`src/rtl/tff_toggle_arbiter.sv`:
```
// Round-robin arbiter sharing one T flip-flop bank among several requesters.
// Tracks a shadow of the bank and flags any readback mismatch.
module tff_toggle_arbiter #(
   parameter int NREQ  = 4,
   parameter int WIDTH = 8,
   parameter int IDXW  = 3
) (
   input  logic                 clk,
   input  logic                 rst_n,
   input  logic [NREQ-1:0]      req,
   input  logic [NREQ*IDXW-1:0] req_idx,
   input  logic                 clr,
   output logic [NREQ-1:0]      ack,
   output logic [WIDTH-1:0]     t_out,
   output logic                 bank_clr,
   input  logic [WIDTH-1:0]     q_in,
   output logic [WIDTH-1:0]     q_shadow,
   output logic                 busy,
   output logic                 err,
   output logic [IDXW-1:0]      err_idx
);

   localparam int GW = (NREQ > 1) ? $clog2(NREQ) : 1;

   localparam logic [2:0] S_IDLE   = 3'd0;
   localparam logic [2:0] S_ISSUE  = 3'd1;
   localparam logic [2:0] S_CHECK  = 3'd2;
   localparam logic [2:0] S_CLEAR  = 3'd3;
   localparam logic [2:0] S_CLRCHK = 3'd4;

   logic [2:0]       state_q, state_d;
   logic [GW-1:0]    rr_q, rr_d;
   logic [GW-1:0]    gnt_q, gnt_d;
   logic [IDXW-1:0]  idx_q, idx_d;
   logic [NREQ-1:0]  ack_q, ack_d;
   logic [WIDTH-1:0] t_q, t_d;
   logic             bclr_q, bclr_d;
   logic [WIDTH-1:0] sh_q, sh_d;
   logic             busy_q, busy_d;
   logic             err_q, err_d;
   logic [IDXW-1:0]  eidx_q, eidx_d;

   logic [NREQ-1:0]  arb_req;
   logic [GW-1:0]    arb_ptr;
   logic [GW-1:0]    gnt_nxt;
   logic [GW-1:0]    pick;
   logic             found;
   logic [IDXW-1:0]  pick_idx;
   logic [WIDTH-1:0] pick_t;
   logic             bad_idx;

   // In CHECK the acked requester may still hold req, so it is masked out.
   always_comb begin
      gnt_nxt = (int'(gnt_q) == NREQ - 1) ? '0 : gnt_q + 1'b1;
      arb_req = req;
      arb_ptr = rr_q;
      if (state_q == S_CHECK) begin
         arb_req = req & ~(NREQ'(1) << gnt_q);
         arb_ptr = gnt_nxt;
      end
      found = 1'b0;
      pick  = '0;
      for (int k = 0; k < NREQ; k++) begin
         if (!found && arb_req[(int'(arb_ptr) + k) % NREQ]) begin
            found = 1'b1;
            pick  = GW'((int'(arb_ptr) + k) % NREQ);
         end
      end
      pick_idx = req_idx[int'(pick)*IDXW +: IDXW];
      pick_t   = '0;
      for (int i = 0; i < WIDTH; i++) begin
         pick_t[i] = (int'(pick_idx) == i);
      end
      bad_idx = (int'(idx_q) >= WIDTH);
   end

   always_comb begin
      state_d = state_q;
      rr_d    = rr_q;
      gnt_d   = gnt_q;
      idx_d   = idx_q;
      ack_d   = '0;
      t_d     = '0;
      bclr_d  = 1'b0;
      sh_d    = sh_q;
      err_d   = err_q;
      eidx_d  = eidx_q;
      case (state_q)
         S_IDLE: begin
            if (clr) begin
               state_d = S_CLEAR;
            end else if (found) begin
               state_d = S_ISSUE;
            end
         end
         S_ISSUE: begin
            sh_d         = sh_q ^ t_q;
            ack_d[gnt_q] = 1'b1;
            state_d      = S_CHECK;
         end
         S_CHECK: begin
            if ((q_in != sh_q || bad_idx) && !err_q) begin
               err_d  = 1'b1;
               eidx_d = idx_q;
            end
            rr_d = gnt_nxt;
            if (clr) begin
               state_d = S_CLEAR;
            end else if (found) begin
               state_d = S_ISSUE;
            end else begin
               state_d = S_IDLE;
            end
         end
         S_CLEAR: begin
            state_d = S_CLRCHK;
         end
         S_CLRCHK: begin
            if (q_in != '0) begin
               err_d  = 1'b1;
               eidx_d = '0;
            end
            state_d = S_IDLE;
         end
         default: state_d = S_IDLE;
      endcase
      // Registered outputs are loaded on entry to the state that shows them.
      if (state_d == S_ISSUE) begin
         gnt_d = pick;
         idx_d = pick_idx;
         t_d   = pick_t;
      end
      if (state_d == S_CLEAR) begin
         bclr_d = 1'b1;
         sh_d   = '0;
         err_d  = 1'b0;
         eidx_d = '0;
      end
      busy_d = (state_d != S_IDLE);
   end

   always_ff @(posedge clk) begin
      if (!rst_n) begin
         state_q <= S_IDLE;
         rr_q    <= '0;
         gnt_q   <= '0;
         idx_q   <= '0;
         ack_q   <= '0;
         t_q     <= '0;
         bclr_q  <= 1'b0;
         sh_q    <= '0;
         busy_q  <= 1'b0;
         err_q   <= 1'b0;
         eidx_q  <= '0;
      end else begin
         state_q <= state_d;
         rr_q    <= rr_d;
         gnt_q   <= gnt_d;
         idx_q   <= idx_d;
         ack_q   <= ack_d;
         t_q     <= t_d;
         bclr_q  <= bclr_d;
         sh_q    <= sh_d;
         busy_q  <= busy_d;
         err_q   <= err_d;
         eidx_q  <= eidx_d;
      end
   end

   assign ack      = ack_q;
   assign t_out    = t_q;
   assign bank_clr = bclr_q;
   assign q_shadow = sh_q;
   assign busy     = busy_q;
   assign err      = err_q;
   assign err_idx  = eidx_q;

endmodule

```
`config.mk`:
```
export PLATFORM = sky130hd
export DESIGN_NAME = tff_toggle_arbiter
export DESIGN_NICKNAME = d
export VERILOG_FILES = /design/src/rtl/tff_toggle_arbiter.sv
export SDC_FILE = /design/constraint.sdc
export NUM_CORES = 1
export LEC_CHECK = 0
export ABC_AREA = 1
export ABC_CLOCK_PERIOD_IN_PS = 3100
export BUFFER_PORTS_ARGS = -buffer_cell sky130_fd_sc_hd__clkbuf_2
export CORE_MARGIN = 2
export CORE_UTILIZATION = 30
export DETAILED_ROUTE_END_ITERATION = 10
export GPL_TIMING_DRIVEN = 0
export PLACE_DENSITY = 0.62
export SLEW_MARGIN = 15
export SYNTH_ARGS = -nofsm -noshare
export SYNTH_HDL_FRONTEND = slang
export SYNTH_SLANG_ARGS = --single-unit
```
`constraint.sdc`:
```
create_clock -name clk -period 3.1 [get_ports clk]
set_clock_uncertainty 0.1 [all_clocks]
set_input_delay 0.93 -clock clk [delete_from_list [all_inputs] [get_ports clk]]
set_output_delay 0.93 -clock clk [all_outputs]
set_load 0.005 [all_outputs]
```
# Word-level counts from Yosys, hierarchy flattened
# Cells that the tools add are included.
word_totals:
  out_inout_bits: 26
  word_cells: 105
  regBits: 36
classes:
  bitwise_logic: 7
  n_reduce_logical: 21
  addsub: 4
  shifts: 2
  n_eq_ne: 17
  n_lt_le_gt_ge: 6
  mul: 1
  n_mux: 36
op_table:
  columns: ["op", "n"]
  rows:
  - ["$mux W1", 16]
  - ["$eq A3 B2 Y1 const B", 5]
  - ["$eq A3 B3 Y1 const B", 5]
  - ["$mux W2", 7]
  - ["$lt A3 B4 Y1 const B", 3]
  - ["$mux W3", 4]
  - ["$pmux W3 S4", 1]
  - ["$shiftx A12 B5 Y3", 1]
  - ["$eq A3 B1 Y1 const B", 3]
  - ["$bmux W1 S2", 4]
  - ["$ne A8 B8 Y1", 1]
  - ["$reduce_bool A8 Y1", 1]
  - ["$reduce_or A2 Y1", 4]
  - ["$xor A8 B8 Y8", 1]
  - ["$logic_not A3 Y1", 2]
  - ["$lt A2 B3 Y1 const B", 2]
  - ["$pmux W3 S2", 1]
  - ["$logic_and A1 B1 Y1", 5]
  - ["$add A2 B1 Y2 const B", 2]
  - ["$add A2 B2 Y2 const B", 2]
  - ["$and A4 B4 Y4", 1]
  - ["$logic_not A1 Y1", 4]
  - ["$mul A2 B2 Y4 const B", 1]
  - ["$mux W4", 1]
  - ["14 further kinds", 17]

# Logic depth before layout (Yosys ltp)
# Gate-level depths: netlist of the first run.
logic_depth:
  word_depth: 22
  ltp_mapped: 19
  mapped_depth_nobuf: 19

# Worst setup path after synthesis of the first run
# Ideal clock, no wire load.
synth_timing:
  path_kind: "input -> register"
  from: "in req[1]"
  to: "reg t_q[5] (netlist: t_out[5])"
  path_stages: 15
  path_buffers: 1
  required_ns: 2.886
  path_slack_ns: 0.831
  arrival_time_ns: 2.055
  path_cell_list: "inv_1 -> nor2_1 -> nand3_1 -> nand2_1 -> nand2_1 -> nand3_2 -> nand2_4 -> nand4_2 -> nand3_2 -> buf_6 -> nand2_1 -> nand3_1 -> nand2_1 -> nand2_1 -> nor2_1"
synth_via:
  elab_chain_cells: 19
  word_cells_on_any_way: 37
synth_rtl:
  columns: ["element", "line", "source"]
  rows:
  - ["start: declaration", "10", "input logic [NREQ-1:0] req,"]
  - ["$and A4 B4 Y4", "58", "arb_req = req & ~(NREQ'(1) << gnt_q);"]
  - ["$mux W4 (*)", "57", "if (state_q == S_CHECK) begin"]
  - ["parallel branches: the longest is 17 deep, another holds $bmux W1 S2", null, null]
  - ["end signal: assignment", "161", "t_q <= t_d;"]
  - ["end: declaration", "36", "logic [WIDTH-1:0] t_q, t_d;"]
# Mark *: on every way between the ends. The select of a mux whose other input is x is not followed.
# A chain may end at the register's enable or synchronous reset.

# Worst setup path after layout of the first run
layout_timing:
  from: "reg gnt_q[0]"
  to: "reg t_q[2] (netlist: t_out[2])"
layout_via:
  elab_chain_cells: 21
  word_cells_on_any_way: 46
layout_rtl:
  columns: ["element", "line", "source"]
  rows:
  - ["start: declaration", "33", "logic [GW-1:0] gnt_q, gnt_d;"]
  - ["start signal: assignment", "158", "gnt_q <= gnt_d;"]
  - ["parallel branches: the longest is 21 deep, another holds $add A2 B1 Y2", null, null]
# Parallel ways; which one is timed is not known. The select of a mux whose other input is x is not followed.

==> flow_summary.toml, run 1 <==
[timing]
slew_headroom_pct = 39.7
fmax_ghz = 0.393
period_minus_slack_ns = 2.55
worstMarginPinSlew_ns = 0.897
hold_ws_ns = 0.366
tns_ns = 0
post-route-period-util_pct = 82.2
report.final.hold_viol_count = 0
rsz0062_at_grt = "false"
drv_slew = 0
setup_slack_ns = 0.553
setup_viol = 0

[clock_tree]
cts_tree = "built"
post-cts-setup-buffers = 0
postCtsHoldBufs = 0
clkTransAtPathRegs_ns = 0.07
tritoncts.num_buffers = 5
clock_latency_ns = 0.29
ctsResizeCount = 0
cts.sink_count = 36
cts_max_path_buffers = 2
htreeDepth = 2
cts_root_buf = "clkbuf_8"

[placed_design]
hpwl_mm = 4.26
pre_cts_ws_ns = 0.474
port_buffers = 52
gp_congestion = 0.799

[floorplanning]
die_h_um = 88.9
die_x_um = 88.9
io_pins = 53
start_util_pct = 31.5
die_area_um2 = 7910
coreArea_um2 = 6870
row_count = 30

[worst_setup_path]
r2r-start = "gnt_q[0]$_SDFFE_PN0N_"
path_cells = "inv_1, ha_1, inv_1, nand3_1, nand2_2, nand2_1, nand2_1, nand2_1, nand2_1, nand4_2, buf_4, nand4_1, nand3_1, nand2_1, nand2_1, nor2_1"
slowest_delay_ns = 0.42
critPathLaunchType = "flip-flop"
cp_common_cell = "nand2_1"
critical_path_class = "flip-flop to flip-flop"
setup.worst_path.start = "gnt_q[0]$_SDFFE_PN0N_"
path_buf_inv = 3
worstPathMaxFanout = 10
crit_arrival_ns = 2.67
reg2reg_depth = 16
cp.depth = 16
worst_ep_required_time_ns = 3.23
endpoint = "t_out[2]$_SDFF_PN0_"
reg2reg_to = "t_out[2]$_SDFF_PN0_"
slowest_stage = "dfxtp_1"
cp-end-kind = "flip-flop"
r2r_slack_ns = 0.55
path_delay_family = "simple AND/OR/NAND/NOR gates"

[power]
powerDensity_nw_per_um2 = 576
vdd_drop_max_uv = 207
p_total_mw = 1.52
leakage_nw = 1.27

[cells_and_area]
diodes = 0
final_cell_mix = "72 x nand2_1, 52 x clkbuf_2, 36 x dfxtp_1"
area_growth_pct = 21.9
final_common_cell = "nand2_1"
final_util_pct = 38.4
fin_nets = 402
drive_above_1_share_pct = 27.4

[synthesis]
synth_xor_area_share_pct = 2.43
avgSynthCellArea_um2 = 6.93
yosys_warnings = 0
yosys.cell_types.count = 29
yosys-top-cells-area = "dfxtp_1 33%, nand2_1 12%, nand3_1 7.4%, inv_1 5.9%, nand2_2 4.6%"
post_synth_fa_ha_maj_area_fraction_pct = 2.31
ys_ff_latch = 36
synth-compound-area-share_pct = 6.88
synth_nets = 343
netlist.area_leader.share_pct = 33.3
synthMuxAreaShare_pct = 0
ys_seq_area_share_pct = 33.3
synth_top_family_by_area = "simple AND/OR/NAND/NOR gates"
netlist_area_um2 = 2160
synth_area_leader_cell = "dfxtp_1"
synth-simple-area-share_pct = 46.0
postSynthCellCount = 312

[grt]
antenna_found_initial = 0
gr-total-overflow = 0
grt_usage_pct = 13.8
grt_max_degree = 14
grt_pass1_wl_mm = 8.58
grt_pass1_vias = 1864

[route]
wl_per_cell_um = 11.3
drc_errors = 0
firstDrtPassIters = 4
first_iter_violations = 129
wirelength_mm = 5.30
final_antenna_net_count = 0
vias = 2136
post_drt_via_cell_ratio = 4.56

[run_status]
status = "finished clean"

[run]
drv_cap = 0

[min_path]
hp-class = "flip-flop to flip-flop"
[report_power, final]
part | internal [mW] | switching [mW]
Combinational | 0.230 | 0.425
Sequential | 0.502 | 0.0276
Clock | 0.159 | 0.176
Total | 0.891 | 0.629
[through the flow]
step | area (um^2) | cells
after floorplan | 2160 | 312
after global placement | 2540 | 460
after detailed placement | 2540 | 460
after CTS | 2640 | 468
after global routing | 2640 | 468
final | 2640 | 468
[cells by family after synthesis]
family | Yosys count
AND/OR/NAND/NOR | 196
flip-flops | 36
buffers and inverters | 44
adder cells (fa/ha/maj) | 4
XOR/XNOR | 6
AO/OA/AOI/OAI | 26
[worst min-delay path by stage]
stage,from,depth (start not counted),endpoint,slack (ns)
2_1_floorplan,idx_q[2]$_SDFFE_PN0N_,2,idx_q[2]$_SDFFE_PN0N_,0.35
3_3_place_gp,err_idx[0]$_SDFFE_PP0P_,2,err_idx[0]$_SDFFE_PP0P_,0.35
3_5_place_dp,err_idx[0]$_SDFFE_PP0P_,2,err_idx[0]$_SDFFE_PP0P_,0.36
4_1_cts,err_idx[0]$_SDFFE_PP0P_,2,err_idx[0]$_SDFFE_PP0P_,0.37
5_1_grt,err_idx[1]$_SDFFE_PP0P_,2,err_idx[1]$_SDFFE_PP0P_,0.39
6_report,err_idx[1]$_SDFFE_PP0P_,2,err_idx[1]$_SDFFE_PP0P_,0.37
[Yosys cell counts (all sizes together)]
cell type,instances
a21oi,18
a31oi,3
and3,6
buf,7
clkbuf,2
clkinv,1
dfxtp,36
ha,4
inv,34
nand2,93
nand3,40
nand4,15
nor2,28
nor3,10
nor4,2
o21ai,4
o41ai,1
or2,2
xnor2,4
xor2,2
[worst register-to-register path, stage by stage (launching register included)]
cell and delay [ns]:
dfxtp_1 0.42, inv_1 0.10, ha_1 0.32, inv_1 0.06, nand3_1 0.08, nand2_2 0.17
nand2_1 0.07, nand2_1 0.11, nand2_1 0.06, nand2_1 0.10, nand4_2 0.17, buf_4 0.23
nand4_1 0.09, nand3_1 0.12, nand2_1 0.12, nand2_1 0.07, nor2_1 0.10
[layer usage]
metal | vias to the layer above | global-route usage [%] | part of all wire (%) | wire, um
met5 | - | 0 | 0 | 0
met4 | 0 | 5.79 | 0.92 | 49
met3 | 2 | 2.49 | 3.7 | 196
met2 | 39 | 21.1 | 46 | 2450
met1 | 955 | 19.1 | 49 | 2610
li1 | 1140 | - | - | -
[area by class of cell]
cell class / instances / area, um^2
multi-input combinational: 232 / 1250
timing repair buffer: 52 / 260
inverter: 35 / 131
clock buffer: 5 / 68.8
sequential: 36 / 721
clock inverter: 3 / 23.8
tap: 96 / 120
buffer: 9 / 65.1
fill: 748 / 4230
[flip-flops by register name, summed over array words and instances, names as in the netlist]
signal,count
t_out,8
err_idx,3
bank_clr,1
idx_q,3
err,1
ack,4
gnt_q,2
busy,1
state_q,3
rr_q,2
q_shadow,8
(Power assumes the default switching activity.)
==> run 2, diff against run 1 <==
ABC_AREA = 0   (was 1)
ABC_CLOCK_PERIOD_IN_PS = 2600   (was 3100)
PLACE_DENSITY = 0.63   (was 0.62)
clock period = 2.6 ns   (was 3.1 ns; I/O delays follow)
==> flow_summary.toml, run 2 <==
[worst_setup_path]
r2r_slack_ns = 0.02
reg2reg_depth = 9
worst_ep_required_time_ns = 2.72
worstPathMaxFanout = 7
cp-end-kind = "flip-flop"
r2r-start = "gnt_q[1]$_SDFFE_PN0N_"
critPathLaunchType = "flip-flop"
crit_arrival_ns = 2.70
critical_path_class = "flip-flop to flip-flop"
reg2reg_to = "t_out[5]$_SDFF_PN0_"

[timing]
slew_headroom_pct = 68.3
fmax_ghz = 0.388
period_minus_slack_ns = 2.58
post-route-period-util_pct = 99.2
rsz0062_at_grt = "true"
worstMarginPinSlew_ns = 0.473
setup_viol = 0
drv_slew = 0
report.final.hold_viol_count = 0

[cells_and_area]
diodes = 0
final_common_cell = "clkbuf_2"
area_growth_pct = 44.5
post-route-cell-area_um2 = 2680
drive_above_1_share_pct = 42.1
final_cell_mix = "52 x clkbuf_2, 31 x dfxtp_1, 17 x nor2_1"
stdcell_count = 353
fin_nets = 308
n_fill_cell = 598
regArea_um2 = 737
multi_input_area_um2 = 1290
final_util_pct = 45.0

[power]
p_int_mw = 1.02
switching_share_pct = 29.0
vdd_drop_max_uv = 233
powerDensity_nw_per_um2 = 537
p_seq_share_pct = 41.1
clockPowerShare_pct = 34.9
p_comb_share_pct = 24.0
leakage_nw = 1.05
switchingPower_mw = 0.418
p_total_mw = 1.44

[synthesis]
synth_nets = 236
synth_xor_area_share_pct = 7.55
netlist_area_um2 = 1860
synth_top_cells_by_count = "36 x dfxtp_1, 18 x nor2_1, 14 x nand2_1, 10 x a211oi_1, 9 x o21ai_0"
synth_area_leader_cell = "dfxtp_1"
yosys_warnings = 0
synth_flop_cell = "dfxtp_1"
ys_seq_area_share_pct = 38.8
synth-compound-area-share_pct = 19.8
avgSynthCellArea_um2 = 9.06
yosysMostFrequentCell = "dfxtp_1"
synth-simple-area-share_pct = 24.5
ys_ff_latch = 36
netlist.area_leader.share_pct = 38.8
synth_edf_count = 0
yosys-top-cells-area = "dfxtp_1 39%, a211oi_1 4.0%, xnor2_1 3.8%, xor2_1 3.8%, nor2_1 3.6%"
postSynthCellCount = 205
post_synth_fa_ha_maj_area_fraction_pct = 2.70
async_flop_share_pct = 0
synth_top_family_by_area = "simple AND/OR/NAND/NOR gates"
synthMuxAreaShare_pct = 3.37
yosys.cell_types.count = 50

[grt]
grt_pass1_vias = 1681
antenna_found_initial = 0
grt_usage_pct = 15.1
grt_max_degree = 14
grt_pass1_wl_mm = 7.89
gr-total-overflow = 0

[clock_tree]
clock_latency_ns = 0.29
cts_max_path_buffers = 2
tritoncts.num_buffers = 5
postCtsHoldBufs = 0
clkTransAtPathRegs_ns = 0.08
cts_root_buf = "clkbuf_8"
cts.sink_count = 36
htreeDepth = 2
cts_tree = "built"

[route]
post_drt_via_cell_ratio = 5.11
first_iter_violations = 91
vias = 1805
firstDrtPassIters = 4
drc_errors = 0
final_antenna_net_count = 0
wl_per_cell_um = 14.2
wirelength_mm = 5.02

[run_status]
status = "finished clean"

[placed_design]
placed_cell_area_um2 = 2220
gp_congestion = 0.790
port_buffers = 52
dpl.cell_count = 332
hpwl_mm = 3.59

[min_path]
hold_path_end = "err_idx[0]$_SDFFE_PP0P_"
min_path_cells = 2
min_from = "err_idx[0]$_SDFFE_PP0P_"
hp-class = "flip-flop to flip-flop"

[run]
drv_cap = 0

[floorplanning]
row_count = 28
die_x_um = 82.7
start_util_pct = 31.2
die_area_um2 = 6830
io_pins = 53
coreArea_um2 = 5960
die_h_um = 82.7
==> run 2: power by group through the flow <==
stage               clock network, mW  registers, mW  logic (mW)
finish                          0.503          0.592       0.346
global route                    0.534          0.595       0.376
CTS                             0.511          0.592       0.315
detailed placement                  0          0.607       0.248
global placement                    0          0.607       0.244
floorplan                           0          0.603       0.170
==> run 2: worst max-delay path by stage <==
stage	start	slack [ns]	to	depth (start not counted)
after global routing	gnt_q[1]$_SDFFE_PN0N_	-0.06	t_out[0]$_SDFF_PN0_	9
after floorplan	gnt_q[0]$_SDFFE_PN0N_	0.005	t_out[0]$_SDFF_PN0_	8
after global placement	gnt_q[0]$_SDFFE_PN0N_	-0.33	t_out[4]$_SDFF_PN0_	8
after detailed placement	gnt_q[0]$_SDFFE_PN0N_	-0.38	t_out[4]$_SDFF_PN0_	8
final	gnt_q[1]$_SDFFE_PN0N_	0.02	t_out[5]$_SDFF_PN0_	9
after CTS	gnt_q[1]$_SDFFE_PN0N_	-0.01	t_out[4]$_SDFF_PN0_	9
==> run 2: cell families after synthesis <==
| logic type | Yosys count |
|---|---|
| xor gates and xnor gates | 16 |
| adders and majority gates | 4 |
| DFF | 36 |
| buffers and inverters | 13 |
| muxes | 6 |
| and+or+nand+nor | 79 |
| AOI/OAI and AO/OA | 51 |
==> run 2: critical path, stage by stage, from the launching register on <==
cell and delay (ns):
dfxtp_2 0.35, buf_6 0.12, ha_4 0.12, and4bb_2 0.29
a211oi_2 0.06, a221o_1 0.39, or2_0 0.21, buf_4 0.16
or4_4 0.52, a211oi_2 0.19
==> run 2: metal layers <==
metal	routed length [um]	GRT usage, %	up-vias
met1	2160	19.0	839
li1	-	-	906
met2	2550	25.3	52
met4	70	5.74	0
met5	0	0	-
met3	245	3.37	8
==> run 2: final cells by class <==
class	count	area share, %
inverters	6	0.933
repair buffers	65	13.6
clock inverters	3	1.73
plain buffers	7	1.96
clock buffers	5	2.57
flip-flops and latches	36	27.5
well taps	75	3.50
multi-input cells	156	48.2
==> run 2: through the flow <==
stage | setup TNS, ns | hold slack, ns | setup slack (ns)
detailed placement | -2.19 | 0.362 | -0.376
CTS | -0.0130 | 0.374 | -0.0130
global route | -0.303 | 0.391 | -0.0625
global placement | -1.73 | 0.362 | -0.333
floorplan | 0 | 0.344 | 0.00535
finish | 0 | 0.370 | 0.0204
==> run 2: what timing repair did <==
item | CTS | global route
endpoints found under the setup margin | 11 | 11
endpoints found under the hold margin | 0 | 0
setup buffers | 11 | 2
pin swaps | 12 | 7
resized for setup | 32 | 22
==> run 3, diff against run 2 <==
ABC_AREA = 1   (was 0)
PLACE_DENSITY = 0.62   (was 0.63)
==> flow_summary.toml, run 3 (synthesis results as in run 1) <==
[clock_tree]
clkTransAtPathRegs_ns = 0.07
postCtsHoldBufs = 0
cts_tree = "built"
cts_root_buf = "clkbuf_8"
htreeDepth = 2
cts.sink_count = 36
cts_max_path_buffers = 2
tritoncts.num_buffers = 5
clock_latency_ns = 0.29

[timing]
post-route-period-util_pct = 93.0
setup_slack_ns = 0.181
worstMarginPinSlew_ns = 0.889
setup_viol = 0
drv_slew = 0
slew_headroom_pct = 40.3
tns_ns = 0
hold_ws_ns = 0.366
period_minus_slack_ns = 2.42
fmax_ghz = 0.413
report.final.hold_viol_count = 0

[worst_setup_path]
worst_ep_required_time_ns = 2.73
critPathLaunchType = "flip-flop"
r2r_slack_ns = 0.18
r2r-start = "gnt_q[0]$_SDFFE_PN0N_"
reg2reg_depth = 15
worstPathMaxFanout = 10
setup.worst_path.start = "gnt_q[0]$_SDFFE_PN0N_"
crit_arrival_ns = 2.55
cp-end-kind = "flip-flop"
critical_path_class = "flip-flop to flip-flop"
reg2reg_to = "t_out[2]$_SDFF_PN0_"

[placed_design]
hpwl_mm = 4.26
gp_congestion = 0.799
pre_cts_ws_ns = 0.0842
dpl.cell_count = 460
port_buffers = 52

[floorplanning]
io_pins = 53
coreArea_um2 = 6870
start_util_pct = 31.5
row_count = 30
die_x_um = 88.9
die_area_um2 = 7910
die_h_um = 88.9

[route]
final_antenna_net_count = 0
vias = 2156
firstDrtPassIters = 4
wl_per_cell_um = 11.5
post_drt_via_cell_ratio = 4.56
wirelength_mm = 5.42
drc_errors = 0
first_iter_violations = 115

[grt]
grt_usage_pct = 13.8
antenna_found_initial = 0
grt_max_degree = 14
gr-total-overflow = 0
grt_pass1_vias = 1864
grt_pass1_wl_mm = 8.58

[power]
switching_share_pct = 41.6
p_seq_share_pct = 33.5
powerDensity_nw_per_um2 = 690
p_int_mw = 1.11
vdd_drop_max_uv = 260
clockPowerShare_pct = 21.0
switchingPower_mw = 0.787
leakage_nw = 1.30
p_comb_share_pct = 45.5
p_total_mw = 1.89

[min_path]
min_from = "err_idx[1]$_SDFFE_PP0P_"
min_path_cells = 2
hp-class = "flip-flop to flip-flop"
hold_path_end = "err_idx[1]$_SDFFE_PP0P_"

[run_status]
status = "finished clean"

[cells_and_area]
final_common_cell = "nand2_1"
final_cell_mix = "69 x nand2_1, 52 x clkbuf_2, 34 x inv_1, 34 x dfxtp_1, 28 x nand3_1"
n_fill_cell = 738
stdcell_count = 473
fin_nets = 407
area_growth_pct = 26.8
diodes = 0
drive_above_1_share_pct = 31.3

[run]
drv_cap = 0
-- run 3: worst max path at each step --
stage                                     end  slack, ns
after floorplan           t_out[6]$_SDFF_PN0_       0.39
after global placement    t_out[2]$_SDFF_PN0_       0.12
after detailed placement  t_out[2]$_SDFF_PN0_       0.08
after CTS                 t_out[2]$_SDFF_PN0_       0.05
after global routing      t_out[2]$_SDFF_PN0_     -0.004
final                     t_out[2]$_SDFF_PN0_       0.18
-- run 3: through the flow --
stage	utilization (%)	area [um^2]
floorplan	-	2160
global placement	37.0	2540
detailed placement	37.0	2540
CTS	38.4	2640
global route	39.9	2740
finish	39.9	2740
-- run 3: cell type report --
cell class	instances	area, um^2	share of cell area [%]
Timing Repair Buffer	57	298	10.9
Sequential cell	36	726	26.5
Clock buffer	5	68.8	2.51
Clock inverter	3	23.8	0.867
Tap cell	96	120	4.38
Buffer	9	68.8	2.51
Multi-Input combinational cell	232	1310	47.6
Inverter	35	131	4.79
-- run 3: timing repair --
| item | in CTS | in global routing |
|---|---|---|
| setup buffers | 0 | 5 |
| setup endpoints to repair | 0 | 14 |
| resized for setup | 0 | 16 |
-- run 3: critical path, stage by stage (launching register included) --
cell	delay [ns]
dfxtp_4	0.36
inv_1	0.13
ha_4	0.22
inv_1	0.05
nand3_1	0.08
nand2_2	0.15
buf_4	0.13
nand3_2	0.08
nand2_4	0.11
nand4_2	0.18
buf_4	0.23
nand4_1	0.15
nand2_1	0.07
nand2_1	0.07
nand3_2	0.10
nor2_1	0.13
-- run 3: per-layer routing --
| metal | up-vias | GRT usage, % | part of all wire, % |
|---|---|---|---|
| met4 | 0 | 5.79 | 1.5 |
| met1 | 962 | 19.1 | 49 |
| met2 | 41 | 21.1 | 46 |
| met3 | 4 | 2.49 | 3.8 |
| met5 | - | 0 | 0 |
| li1 | 1149 | - | - |
-- run 3: power by group through the flow --
| stage | clock [mW] | combinational, mW | sequential (mW) |
|---|---|---|---|
| after detailed placement | 0 | 0.781 | 0.644 |
| final | 0.397 | 0.862 | 0.634 |
| after global placement | 0 | 0.768 | 0.644 |
| after CTS | 0.410 | 0.784 | 0.632 |
| after global routing | 0.436 | 0.975 | 0.639 |
| after floorplan | 0 | 0.601 | 0.638 |
